--- config.mk ---
export PLATFORM = sky130hd
export DESIGN_NAME = port_a_arbiter
export DESIGN_NICKNAME = d
export VERILOG_FILES = /design/src/rtl/port_a_arbiter.sv
export SDC_FILE = /design/constraint.sdc
export NUM_CORES = 1
export LEC_CHECK = 0
export CAP_MARGIN = 0
export CORE_MARGIN = 2
export CORE_UTILIZATION = 23
export DETAILED_ROUTE_END_ITERATION = 16
export GPL_TIMING_DRIVEN = 1
export PLACE_DENSITY = 0.67
export REMOVE_ABC_BUFFERS = 1
export SETUP_SLACK_MARGIN = 0.15
export SYNTH_ARGS = -nofsm -noshare
export SYNTH_HDL_FRONTEND = slang
export SYNTH_SLANG_ARGS = --single-unit
--- constraint.sdc ---
create_clock -name clk -period 1.5 [get_ports clk]
set_clock_uncertainty 0.1 [all_clocks]
set_input_delay 0.3 -clock clk [delete_from_list [all_inputs] [get_ports clk]]
set_output_delay 0.3 -clock clk [all_outputs]
set_load 0.05 [all_outputs]
--- src/rtl/port_a_arbiter.sv ---
// ---------------------------------------------------------------------------
// port_a_arbiter
//
// Round-robin arbiter that lets two Avalon-MM masters share the s1 port of an
// 8-bit PIO (0 data, 1 direction, 2 irq mask, 3 edge capture, 4 set bits,
// 5 clear bits). Each grant produces exactly one registered slave command.
// The slave's 1-cycle registered read data is broadcast to both masters and
// qualified per master by a readdatavalid strobe.
//
// Ports
//   clk, reset              system clock; asynchronous active-high reset
//   m0_* / m1_*             master request (address, chipselect, write_n,
//                           writedata) and response (waitrequest, readdata,
//                           readdatavalid)
//   s_address, s_chipselect,
//   s_write_n, s_writedata  registered command to the PIO slave
//   s_readdata              PIO read data, one cycle after the read command
// ---------------------------------------------------------------------------
module port_a_arbiter #(
    parameter int ADDR_WIDTH = 3,
    parameter int DATA_WIDTH = 32
) (
    input  logic                  clk,
    input  logic                  reset,

    input  logic [ADDR_WIDTH-1:0] m0_address,
    input  logic                  m0_chipselect,
    input  logic                  m0_write_n,
    input  logic [DATA_WIDTH-1:0] m0_writedata,
    output logic                  m0_waitrequest,
    output logic [DATA_WIDTH-1:0] m0_readdata,
    output logic                  m0_readdatavalid,

    input  logic [ADDR_WIDTH-1:0] m1_address,
    input  logic                  m1_chipselect,
    input  logic                  m1_write_n,
    input  logic [DATA_WIDTH-1:0] m1_writedata,
    output logic                  m1_waitrequest,
    output logic [DATA_WIDTH-1:0] m1_readdata,
    output logic                  m1_readdatavalid,

    output logic [ADDR_WIDTH-1:0] s_address,
    output logic                  s_chipselect,
    output logic                  s_write_n,
    output logic [DATA_WIDTH-1:0] s_writedata,
    input  logic [DATA_WIDTH-1:0] s_readdata
);

    typedef enum logic {
        IDLE  = 1'b0,
        ISSUE = 1'b1
    } state_t;

    state_t state;
    state_t state_nxt;

    logic grant;       // master owning the current ISSUE cycle
    logic last;        // most recently granted master
    logic rd_pend;     // read data from the slave is valid this cycle
    logic rd_owner;    // master that issued that read

    logic elig0;
    logic elig1;
    logic win;
    logic winner;

    // The master being served in ISSUE still holds chipselect for the
    // transfer that is completing; it must not be granted again off that.
    always_comb begin
        elig0     = 1'b0;
        elig1     = 1'b0;
        win       = 1'b0;
        winner    = 1'b0;
        state_nxt = IDLE;

        elig0  = m0_chipselect && !(state == ISSUE && grant == 1'b0);
        elig1  = m1_chipselect && !(state == ISSUE && grant == 1'b1);
        win    = elig0 || elig1;
        // On a tie the master that was not granted last time wins.
        winner = (elig0 && elig1) ? ~last : elig1;

        if (win) begin
            state_nxt = ISSUE;
        end
    end

    always_ff @(posedge clk or posedge reset) begin
        if (reset) begin
            state <= IDLE;
        end else begin
            state <= state_nxt;
        end
    end

    // Command register stage: the winner's request becomes the slave command
    always_ff @(posedge clk or posedge reset) begin
        if (reset) begin
            grant        <= 1'b0;
            last         <= 1'b1;
            s_chipselect <= 1'b0;
            s_write_n    <= 1'b1;
            s_address    <= '0;
            s_writedata  <= '0;
        end else if (win) begin
            grant        <= winner;
            last         <= winner;
            s_chipselect <= 1'b1;
            s_address    <= winner ? m1_address   : m0_address;
            s_write_n    <= winner ? m1_write_n   : m0_write_n;
            s_writedata  <= winner ? m1_writedata : m0_writedata;
        end else begin
            s_chipselect <= 1'b0;
            s_write_n    <= 1'b1;
        end
    end

    // Read return stage: a read on the slave this cycle returns data next cycle
    always_ff @(posedge clk or posedge reset) begin
        if (reset) begin
            rd_pend  <= 1'b0;
            rd_owner <= 1'b0;
        end else begin
            rd_pend  <= (state == ISSUE) && s_write_n;
            rd_owner <= grant;
        end
    end

    assign m0_waitrequest   = ~(state == ISSUE && grant == 1'b0);
    assign m1_waitrequest   = ~(state == ISSUE && grant == 1'b1);

    assign m0_readdatavalid = rd_pend && (rd_owner == 1'b0);
    assign m1_readdatavalid = rd_pend && (rd_owner == 1'b1);

    assign m0_readdata      = s_readdata;
    assign m1_readdata      = s_readdata;

endmodule

==> out/qor.csv <==
stage,metric,value,unit
clock_network,clock buffer depth,2,
worst_setup_path,crit end category,output port,
timing,final slew viol count,0,
worst_setup_path,CP Data Required Time,1100,ps
flow_run,MaxCap Viol Count,0,
layout,"commonest non-fill, non-tap cell in the layout",clkdlybuf4s50_1,
floorplanning,I/O Pins,213,
floorplanning,chip height,104,microns
layout,area of the multi-input gates,805,sq um
layout,share of layout cells above drive strength 1,30.9,%
timing,Hold Fails Final Rpt,0,
floorplanning,Starting Density,23.7,%
floorplanning,Std-Cell Rows,36,
timing,Max-slew headroom,77.6,%
layout,Fillers,934,
outcome,failing checks,negative setup slack,
power,Leak Pwr,0.00175,uW
route,DR vias,1974,
worst_setup_path,CP max stage delay,370,ps
power,combinational group share of total power,60.3,%
worst_setup_path,CP Launch Type,register,
power,Sw Share,41.1,%
power,sequential fraction of design power,27.1,%
layout,Seq. cell area,1030,sq um
floorplanning,die area,10900,sq um
timing,RSZ-0062 raised after global routing,yes,
layout,final core utilization,40.0,%
synth,"Warnings, synthesis",0,
clock_network,"Clk Latency, worst-skew pair",290,ps
worst_setup_path,CP most frequent cell,buf_6,
route,drt drc,0,
layout,n_diodes,0,
synth,cell area after synthesis,2320,sq um
floorplanning,core area,9770,sq um
synth,Yosys cell types,26,
clock_network,clock sinks,41,
timing,final setup violation count,37,
route,final wirelength,9880,microns
global_route,Total GRT Usage,17.6,%
synth,Avg Inst Size Synth,11.0,sq um
clock_network,Post-CTS Hold Buffers,0,
worst_setup_path,CP Max Fanout,4,
layout,area grow syn2layout,68.6,%
timing,fmax,595,MHz
worst_hold_path,min-delay worst type,in2async,
global_route,initial antenna violation count,0,
synth,"Seq/Total Area, Yosys",44.4,%
place,dpl cell area,3610,sq um
power,sw power,2880,uW
route,Routed WL per cell,23.8,microns
outcome,outcome,finished with violations,
synth,Synth area leaders,"dfrtp_1 42%, buf_4 21%, a221o_1 15%",
power,maximum vdd drop,855,uV
power,Pwr Density,1790,nW/um^2
worst_setup_path,Arrival @ worst endpoint,1280,ps
global_route,via count of the first global-routing pass,2214,
global_route,global route total overflow,0,
timing,final worst slack,-181,ps
clock_network,H-tree Lvls,2,
route,Detail Route Antenna Nets,0,
timing,min Tclk post-route,1680,ps
route,routed vias/inst,4.76,
power,clock share of power,12.6,%
route,DRT Pass-1 Iters,4,
place,Final HPWL DP,6800,microns
clock_network,CTS tree,yes,
place,IO buf count,116,
synth,dominant cell type by area after synthesis,dfrtp_1,
route,Initial DRC Count,73,
synth,top-area cell type share of the netlist area,42.1,%
layout,final instance area,3910,sq um
place,gp weighted congestion,0.711,
clock_network,Worst-path clk slew,80,ps
synth,Synth Instances,211,
layout,most frequent cells in the layout,"73 x clkdlybuf4s50_1, 43 x buf_12, 39 x dfrtp_1, 35 x and3_1, 35 x a221o_1",
layout,fin nets,390,
clock_network,Root Buffer,clkbuf_8,
power,internal cell power,4130,uW
synth,#FFs+latches synth,41,
worst_setup_path,Crit-path slowest cell,dfrtp_1,
global_route,largest net degree at the start of global routing,29,
worst_setup_path,worst-path cell chain,buf_6 > or2b_1 > buf_6 > buf_12,
global_route,first-pass GRT wire length,14100,microns
timing,Final period util,112,%
floorplanning,Die Width,104,microns
clock_network,TritonCTS buffer count,5,
worst_setup_path,CP Class,reg2out,
timing,measured slew at the worst slew-check pin,336,ps
cell families (layout without fill, tap and decap cells):
group	count (synthesis)	in the layout	share of synthesized area, %
muxes	1	1	0.432
buffers and inverters	82	147	25.5
AOI/OAI and AO/OA	41	41	17.2
and+or+nand+nor	46	52	12.5
DFF	41	41	44.4
cells in the mapped netlist:
cell type and n:
a221o_1 35, a311o_1 1, and3_1 35, mux2i_1 1
o211ai_1 1, nor2b_1 1, buf_6 1, nand2b_1 1
nand2_1 1, nand3b_1 1, nor2_1 2, buf_8 3
or3b_1 1, dfrtp_1 39, a21boi_0 1, inv_1 2
or2b_1 1, dfstp_2 2, a21boi_1 1, buf_2 1
a22o_1 1, and3_4 1, clkbuf_1 11, and2_1 2
a21o_1 1, buf_4 64
state kept, by name (all words and copies together), names as in the netlist:
register      flops
s_chipselect      1
s_address         3
grant             1
s_writedata      32
s_write_n         1
rd_owner          1
last              1
rd_pend           1
final timing paths:
path | from | to | slack [ps] | cells past startpoint
worst max-delay path | s_chipselect$_DFF_PP0_ | m0_waitrequest | -180 | 4
worst min-delay path | reset | s_writedata[2]$_DFFE_PP0P_ | 240 | 3
worst max register to register | s_chipselect$_DFF_PP0_ | s_writedata[16]$_DFFE_PP0P_ | -170 | 5
worst min register to register | s_write_n$_DFF_PP1_ | rd_pend$_DFF_PP0_ | 470 | 1
max in group asynchronous | reset | s_writedata[4]$_DFFE_PP0P_ | 750 | 3
min in group clk | m1_chipselect | last$_DFFE_PP1P_ | 420 | 3
worst max-delay path: cells and delay by family (launching register included):
family | cells | cell delay [ps]
simple gates | 1 | 250
buf+inv | 3 | 370
flops | 1 | 370
power by group through the flow:
stage | sequential (uW) | combinational, uW | clock [uW]
5_1_grt | 1950 | 4410 | 973
2_1_floorplan | 2850 | 708 | 0
6_report | 1900 | 4230 | 881
3_3_place_gp | 1900 | 3910 | 0
3_5_place_dp | 1910 | 3950 | 0
4_1_cts | 1900 | 4160 | 933
what timing repair did:
action                                  CTS  global route
pin swaps                                 8             4
resized for setup                        16             7
buffers inserted                          4             2
gates cloned                              6             2
endpoints found under the setup margin   43            45
layout make-up:
type	instances	area share (%)
repair buffers	138	46.0
flip-flops and latches	41	26.3
multi-input cells	94	20.6
well taps	133	4.26
clock buffers	5	1.76
clock inverters	2	0.896
inverters	2	0.192
metal layers:
layer / vias up / GRT usage [%] / wire length [microns]
met2: 158 / 24.0 / 3990
met4: 0 / 2.90 / 34
li1: 867 / - / -
met3: 4 / 13.4 / 1610
met5: - / 6.67 / 0
met1: 945 / 21.7 / 4240
through the flow:
step	setup WS, ps	instances	power (uW)	setup TNS [ps]	hold WS [ps]
2_1_floorplan	-880	131	3560	-24910	345
3_3_place_gp	-579	394	5810	-20730	452
3_5_place_dp	-648	394	5870	-22830	459
4_1_cts	-197	411	7000	-4900	229
5_1_grt	-252	415	7330	-7030	260
6_report	-181	415	7010	-4690	242
No activity file was read; power rests on OpenSTA's default activity.
